**config.mk**
```make
export PLATFORM = sky130hd
export DESIGN_NAME = uart_rx_flat
export DESIGN_NICKNAME = d
export VERILOG_FILES = /design/src/rtl/uart_rx_if.sv /design/src/rtl/uart_rx.sv /design/src/flat_wrapper.sv
export SDC_FILE = /design/constraint.sdc
export NUM_CORES = 1
export LEC_CHECK = 0
export ABC_CLOCK_PERIOD_IN_PS = 2100
export BUFFER_PORTS_ARGS = -buffer_cell sky130_fd_sc_hd__buf_2
export CAP_MARGIN = 20
export CORE_MARGIN = 2
export CORE_UTILIZATION = 45
export DETAILED_ROUTE_END_ITERATION = 12
export PLACE_DENSITY_LB_ADDON = 0.08
export SLEW_MARGIN = 25
export SYNTH_ARGS = -nofsm -noshare
export SYNTH_HDL_FRONTEND = slang
export SYNTH_SLANG_ARGS = --single-unit
```
**constraint.sdc**
```tcl
create_clock -name clk -period 2.1 [get_ports clk]
set_input_delay 0.105 -clock clk [delete_from_list [all_inputs] [get_ports clk]]
set_output_delay 0.105 -clock clk [all_outputs]
set_load 0.05 [all_outputs]
```
**src/rtl/uart_rx_if.sv**
```systemverilog
// uart_rx_if: bundles the serial input and the received-byte outputs of the
// 8N1 UART receiver. The receiver is the "master" of the byte bus: it drives
// data/valid/frame_err/busy and listens to rx. The "slave" side is whatever
// owns the serial line and consumes the received bytes.
interface uart_rx_if;
  logic       rx;         // asynchronous serial line, idles high
  logic [7:0] data;       // last correctly received byte
  logic       valid;      // one-cycle pulse when data is updated
  logic       frame_err;  // one-cycle pulse on a low stop bit
  logic       busy;       // receiver is not idle

  modport master (
    input  rx,
    output data,
    output valid,
    output frame_err,
    output busy
  );

  modport slave (
    output rx,
    input  data,
    input  valid,
    input  frame_err,
    input  busy
  );
endinterface

```
**src/rtl/uart_rx.sv**
```systemverilog
// uart_rx: 8N1 UART receiver.
// The serial line is double-flopped, the start bit is confirmed at its
// mid-point, then 8 data bits are sampled LSB-first at mid-bit followed by
// the stop bit. A good stop bit updates data and pulses valid; a low stop
// bit pulses frame_err and the receiver waits for the line to return high
// so that a break is not read as a train of start bits.
// All outputs are registered. There is no consumer handshake: a new frame
// simply overwrites data, so downstream logic must capture it on valid.
module uart_rx #(
  parameter int clk_f = 25000000,  // system clock frequency in Hz
  parameter int baud  = 115200     // line rate in bit/s
) (
  input  logic      clk,
  input  logic      rst,           // synchronous, active-high
  uart_rx_if.master bus
);

  // Bit period in clocks (truncated) and the offset to the middle of a bit.
  // The bit period must be at least 4 clocks for mid-bit sampling to work.
  localparam int CLKS_PER_BIT = clk_f / baud;
  localparam int HALF_BIT     = CLKS_PER_BIT / 2;
  localparam int CNT_W        = (CLKS_PER_BIT > 2) ? $clog2(CLKS_PER_BIT) : 1;

  localparam logic [CNT_W-1:0] HALF_LAST = CNT_W'(HALF_BIT - 1);
  localparam logic [CNT_W-1:0] BIT_LAST  = CNT_W'(CLKS_PER_BIT - 1);
  localparam logic [CNT_W-1:0] CNT_ZERO  = CNT_W'(0);
  localparam logic [CNT_W-1:0] CNT_ONE   = CNT_W'(1);

  typedef enum logic [2:0] {
    ST_IDLE      = 3'd0,
    ST_START     = 3'd1,
    ST_DATA      = 3'd2,
    ST_STOP      = 3'd3,
    ST_WAIT_HIGH = 3'd4
  } state_e;

  // Synchroniser: sync_q[0] is the first flop, sync_q[1] is the stable rx_s.
  logic [1:0]       sync_q;
  logic             rx_s;

  state_e           state_q, state_d;
  logic [CNT_W-1:0] cnt_q, cnt_d;
  logic [2:0]       idx_q, idx_d;
  logic [7:0]       shift_q, shift_d;
  logic [7:0]       data_q, data_d;
  logic             valid_q, valid_d;
  logic             frame_err_q, frame_err_d;
  logic             busy_q, busy_d;

  assign rx_s = sync_q[1];

  // Bring the asynchronous line into the clock domain through two flops.
  always_ff @(posedge clk) begin
    if (rst) begin
      sync_q <= 2'b11;
    end else begin
      sync_q <= {sync_q[0], bus.rx};
    end
  end

  // State, counters, shift register and registered outputs.
  always_ff @(posedge clk) begin
    if (rst) begin
      state_q     <= ST_IDLE;
      cnt_q       <= CNT_ZERO;
      idx_q       <= 3'd0;
      shift_q     <= 8'h00;
      data_q      <= 8'h00;
      valid_q     <= 1'b0;
      frame_err_q <= 1'b0;
      busy_q      <= 1'b0;
    end else begin
      state_q     <= state_d;
      cnt_q       <= cnt_d;
      idx_q       <= idx_d;
      shift_q     <= shift_d;
      data_q      <= data_d;
      valid_q     <= valid_d;
      frame_err_q <= frame_err_d;
      busy_q      <= busy_d;
    end
  end

  // Next-state logic: bit timing, sampling decisions and output pulses.
  always_comb begin
    state_d     = state_q;
    cnt_d       = cnt_q;
    idx_d       = idx_q;
    shift_d     = shift_q;
    data_d      = data_q;
    valid_d     = 1'b0;
    frame_err_d = 1'b0;

    case (state_q)
      ST_IDLE: begin
        cnt_d = CNT_ZERO;
        idx_d = 3'd0;
        if (rx_s == 1'b0) begin
          state_d = ST_START;
        end else begin
          state_d = ST_IDLE;
        end
      end

      // Confirm the start bit at its mid-point; a high sample is a glitch.
      ST_START: begin
        if (cnt_q == HALF_LAST) begin
          cnt_d = CNT_ZERO;
          if (rx_s == 1'b0) begin
            state_d = ST_DATA;
            idx_d   = 3'd0;
          end else begin
            state_d = ST_IDLE;
          end
        end else begin
          cnt_d = cnt_q + CNT_ONE;
        end
      end

      // One full bit period after the previous mid-point is the next mid-point.
      ST_DATA: begin
        if (cnt_q == BIT_LAST) begin
          cnt_d          = CNT_ZERO;
          shift_d[idx_q] = rx_s;
          if (idx_q == 3'd7) begin
            state_d = ST_STOP;
            idx_d   = 3'd0;
          end else begin
            idx_d = idx_q + 3'd1;
          end
        end else begin
          cnt_d = cnt_q + CNT_ONE;
        end
      end

      // Returning to IDLE at the stop bit's mid-point leaves half a bit of
      // slack before a back-to-back start bit can arrive.
      ST_STOP: begin
        if (cnt_q == BIT_LAST) begin
          cnt_d = CNT_ZERO;
          if (rx_s == 1'b1) begin
            data_d  = shift_q;
            valid_d = 1'b1;
            state_d = ST_IDLE;
          end else begin
            frame_err_d = 1'b1;
            state_d     = ST_WAIT_HIGH;
          end
        end else begin
          cnt_d = cnt_q + CNT_ONE;
        end
      end

      // A held-low line (break) must go high before another start is accepted.
      ST_WAIT_HIGH: begin
        cnt_d = CNT_ZERO;
        if (rx_s == 1'b1) begin
          state_d = ST_IDLE;
        end else begin
          state_d = ST_WAIT_HIGH;
        end
      end

      default: begin
        state_d = ST_IDLE;
        cnt_d   = CNT_ZERO;
        idx_d   = 3'd0;
      end
    endcase

    // Registered from the next state so busy lines up with the state register.
    busy_d = (state_d != ST_IDLE);
  end

  assign bus.data      = data_q;
  assign bus.valid     = valid_q;
  assign bus.frame_err = frame_err_q;
  assign bus.busy      = busy_q;

endmodule

```
**src/flat_wrapper.sv**
```systemverilog
// flat-port wrapper written by rule: the top's interface ports become plain ports
module uart_rx_flat 
#(
  parameter int clk_f = 25000000,                                 
  parameter int baud  = 115200                          
)
  (clk, rst, bus_rx, bus_data, bus_valid, bus_frame_err, bus_busy);
  uart_rx_if bus_i ();
  input  logic clk;
  input  logic rst;
  input wire logic [$bits(bus_i.rx)-1:0] bus_rx;
  output wire logic [$bits(bus_i.data)-1:0] bus_data;
  output wire logic [$bits(bus_i.valid)-1:0] bus_valid;
  output wire logic [$bits(bus_i.frame_err)-1:0] bus_frame_err;
  output wire logic [$bits(bus_i.busy)-1:0] bus_busy;
  assign bus_i.rx = bus_rx;
  assign bus_data = bus_i.data;
  assign bus_valid = bus_i.valid;
  assign bus_frame_err = bus_i.frame_err;
  assign bus_busy = bus_i.busy;
  uart_rx #(.clk_f(clk_f), .baud(baud)) u_core (.clk(clk), .rst(rst), .bus(bus_i));
endmodule
```
==> results.sh <==
export IMPL_sequential_to_total_area_share_from_yosys_stat=0.443
export IMPL_synthesis_instances=162
export IMPL_totalWireLength_um=2760
export IMPL_cts_setup_buffers=0
export IMPL_mostFrequentLayoutCell="dfxtp_1"
export IMPL_final_hold_worst_slack_ns=0.230
export IMPL_num_rows=21
export IMPL_setup_tns_ns=0
export IMPL_min_period_ns=1.84
export IMPL_relative_slew_slack=0.661
export IMPL_avgRoutedWirePerCell_um=12.2
export IMPL_place_detailed_hpwl_um=1950
export IMPL_cap_violations=0
export IMPL_clkLatencyLatePin_ns=0.33
export IMPL_cp_arrival_ns=2.10
export IMPL_final_min_period_over_clock_period=0.874
export IMPL_place_port_buffers=13
export IMPL_finalNetCount=187
export IMPL_postSynthRegisterBits=35
export IMPL_cts_buffers_inserted=5
export IMPL_detailedRoute_firstPassIterationCount=4
export IMPL_grt_start_max_net_pins=33
export IMPL_dominantRegCellSynth="dfxtp_1"
export IMPL_synth_edf_count=0
export IMPL_netlist_area_um2=1580
export IMPL_h_tree_depth=2
export IMPL_timing_worst_setup_path_type="flop to flop"
export IMPL_async_flop_share=0
export IMPL_cp_num_buf_inv=1
export IMPL_initialDrtViolationCount=69
export IMPL_die_h_um=63.3
export IMPL_fmax_ghz=0.545
export IMPL_cp_cell_sequence="ha_1, ha_1, inv_1, or3_1, mux4_2, nor3_2"
export IMPL_setup_repair_after_global_routing_missed_its_margin="no"
export IMPL_synth_lib_cells_used_distinct=41
export IMPL_data_required_critical_path_ns=2.36
export IMPL_setup_viol=0
export IMPL_crit_path_max_incr_delay_ns=0.47
export IMPL_clk_pin_slew_ns=0.10
export IMPL_grt_overflow_total=0
export IMPL_place_congestion=0.805
export IMPL_fillerInstances=345
export IMPL_ir_worst_vdd_uv=343
export IMPL_status="finished, final reports clean"
export IMPL_synth_warn=0
export IMPL_cellPowerDensity_nw_per_um2=606
export IMPL_slowest_stage="dfxtp_1"
export IMPL_grt_usage=0.156
export IMPL_syn_avg_cell_area_um2=9.77
export IMPL_cts_sink_count=35
export IMPL_max_clock_path_buffers=2
export IMPL_floorplan_core_area_um2=3360
export IMPL_die_w_um=63.3
export IMPL_clock_skew_ns=0.00586
export IMPL_final_hold_violation_count=0
export IMPL_area_enclosed_by_the_die_boundary_um2=4010
export IMPL_mappedNetlistNets=169
export IMPL_startpoint_type="flop"
export IMPL_crit_top_cell="ha_1"
export IMPL_boundaryPins=14
export IMPL_route_antenna_remaining_nets=0
export IMPL_crit_fanout=8
export IMPL_worst_hold_path_type="input port to flop"
export IMPL_final_cell_mix="dfxtp_1, nor2_1, mux2i_1"
export IMPL_initial_standard_cell_utilization_of_the_core=0.471
export IMPL_antenna_cells_inserted=0
export IMPL_detailroute_via_count=1173
export IMPL_post_drt_via_cell_ratio=5.19
export IMPL_grt_pass1_vias=1131
export IMPL_layout_drive_gt1_share=0.200
export IMPL_tritoncts_clock_tree="done"
export IMPL_synthToLayoutAreaGrowth_pct=12.5
export IMPL_crit_family="flip-flops"
export IMPL_leakagePower_uw=0.000708
export IMPL_timing_critical_path_to_type="flop"
export IMPL_drcViolationCount=0
export IMPL_clk_root_buffer_cell="clkbuf_4"
export IMPL_tightestPinTransition_ns=0.509
export IMPL_grt_first_pass_wirelength_um=4930
export IMPL_timing_final_max_slew_violations=0
export IMPL_number_of_antenna_violations_at_the_first_check_in_global_routing=0
state kept, by name, indices dropped and copies added (netlist names):
| register | count |
|---|---|
| u_core.state_q | 3 |
| u_core.idx_q | 3 |
| u_core.sync_q | 2 |
| u_core.bus.valid | 1 |
| u_core.bus.frame_err | 1 |
| u_core.cnt_q | 8 |
| u_core.bus.data | 8 |
| u_core.bus.busy | 1 |
| u_core.shift_q | 8 |
cells in the mapped netlist, types with 3 or more instances:
library cell | number | share of area
nand3b_1 | 3 | 0.014
nand2_1 | 4 | 0.0095
o21ai_0 | 4 | 0.013
nor2_1 | 19 | 0.045
nor4_1 | 3 | 0.012
nor2b_1 | 4 | 0.016
xor2_1 | 3 | 0.017
nand3_1 | 7 | 0.022
nand2b_1 | 12 | 0.047
inv_1 | 6 | 0.014
ha_1 | 4 | 0.032
mux2i_1 | 17 | 0.11
clkbuf_1 | 6 | 0.014
dfxtp_1 | 35 | 0.44
xnor2_1 | 3 | 0.017
where the power goes:
group | leakage (uW) | total [uW] | switching [uW] | internal (uW)
Sequential | 0.000283 | 671 | 3.44 | 668
Clock | 0.0000341 | 365 | 210 | 155
Combinational | 0.000392 | 43.0 | 25.0 | 18.0
Total | 0.000708 | 1080 | 238 | 841
path summary, 6_finish.rpt:
kind,startpoint,end,slack [ns],cells after the start
max,u_core.idx_q[0],u_core.state_q[0],0.26,6
min,rst,u_core.bus.data[5],0.23,2
max reg2reg,u_core.idx_q[0],u_core.state_q[0],0.26,6
min reg2reg,u_core.sync_q[0],u_core.sync_q[1],0.43,1
what timing repair did:
| item | CTS | global route |
|---|---|---|
| resized for setup | 0 | 0 |
| hold endpoints to repair | 1 | 0 |
| hold buffers | 1 | 0 |
| setup endpoints to repair | 0 | 0 |
layout make-up:
cell class	count	area, um^2	share of cell area
multi-input combinational	112	823	0.462
sequential	35	701	0.394
timing repair buffer	20	120	0.0675
tap	46	57.6	0.0323
clock buffer	6	51.3	0.0288
inverter	6	22.5	0.0126
clock inverter	1	5.00	0.00281
metal layers:
metal	routed length, um	GRT usage
met5	0	0
met4	31	0.0652
met3	98	0.0429
met2	1270	0.255
met1	1370	0.194
worst reg2reg max path, stage by stage (launching register included):
cell	delay, ns
dfxtp_1	0.47
ha_1	0.20
ha_1	0.15
inv_1	0.03
or3_1	0.35
mux4_2	0.47
nor3_2	0.10
per-stage QoR:
stage / power, uW / worst slack, ns / utilization / cells / area [um^2]
after global routing: 1120 / 0.148 / 0.529 / 226 / 1780
after global placement: 728 / 0.316 / 0.510 / 218 / 1710
after floorplan: 719 / 0.373 / - / 162 / 1580
after CTS: 1090 / 0.270 / 0.529 / 226 / 1780
final: 1080 / 0.264 / 0.529 / 226 / 1780
after detailed placement: 728 / 0.296 / 0.510 / 218 / 1710
cells by family (layout without fill, tap and decap cells):
group	count (synthesis)	count (layout)	share of synthesized area
and+or+nand+nor	71	71	0.279
DFF	35	35	0.443
muxes	18	18	0.122
buffers and inverters	15	33	0.0371
AOI/OAI and AO/OA	13	13	0.0546
xor gates and xnor gates	6	6	0.0332
adders and majority gates	4	4	0.0316
No activity file was read; power rests on OpenSTA's default activity.
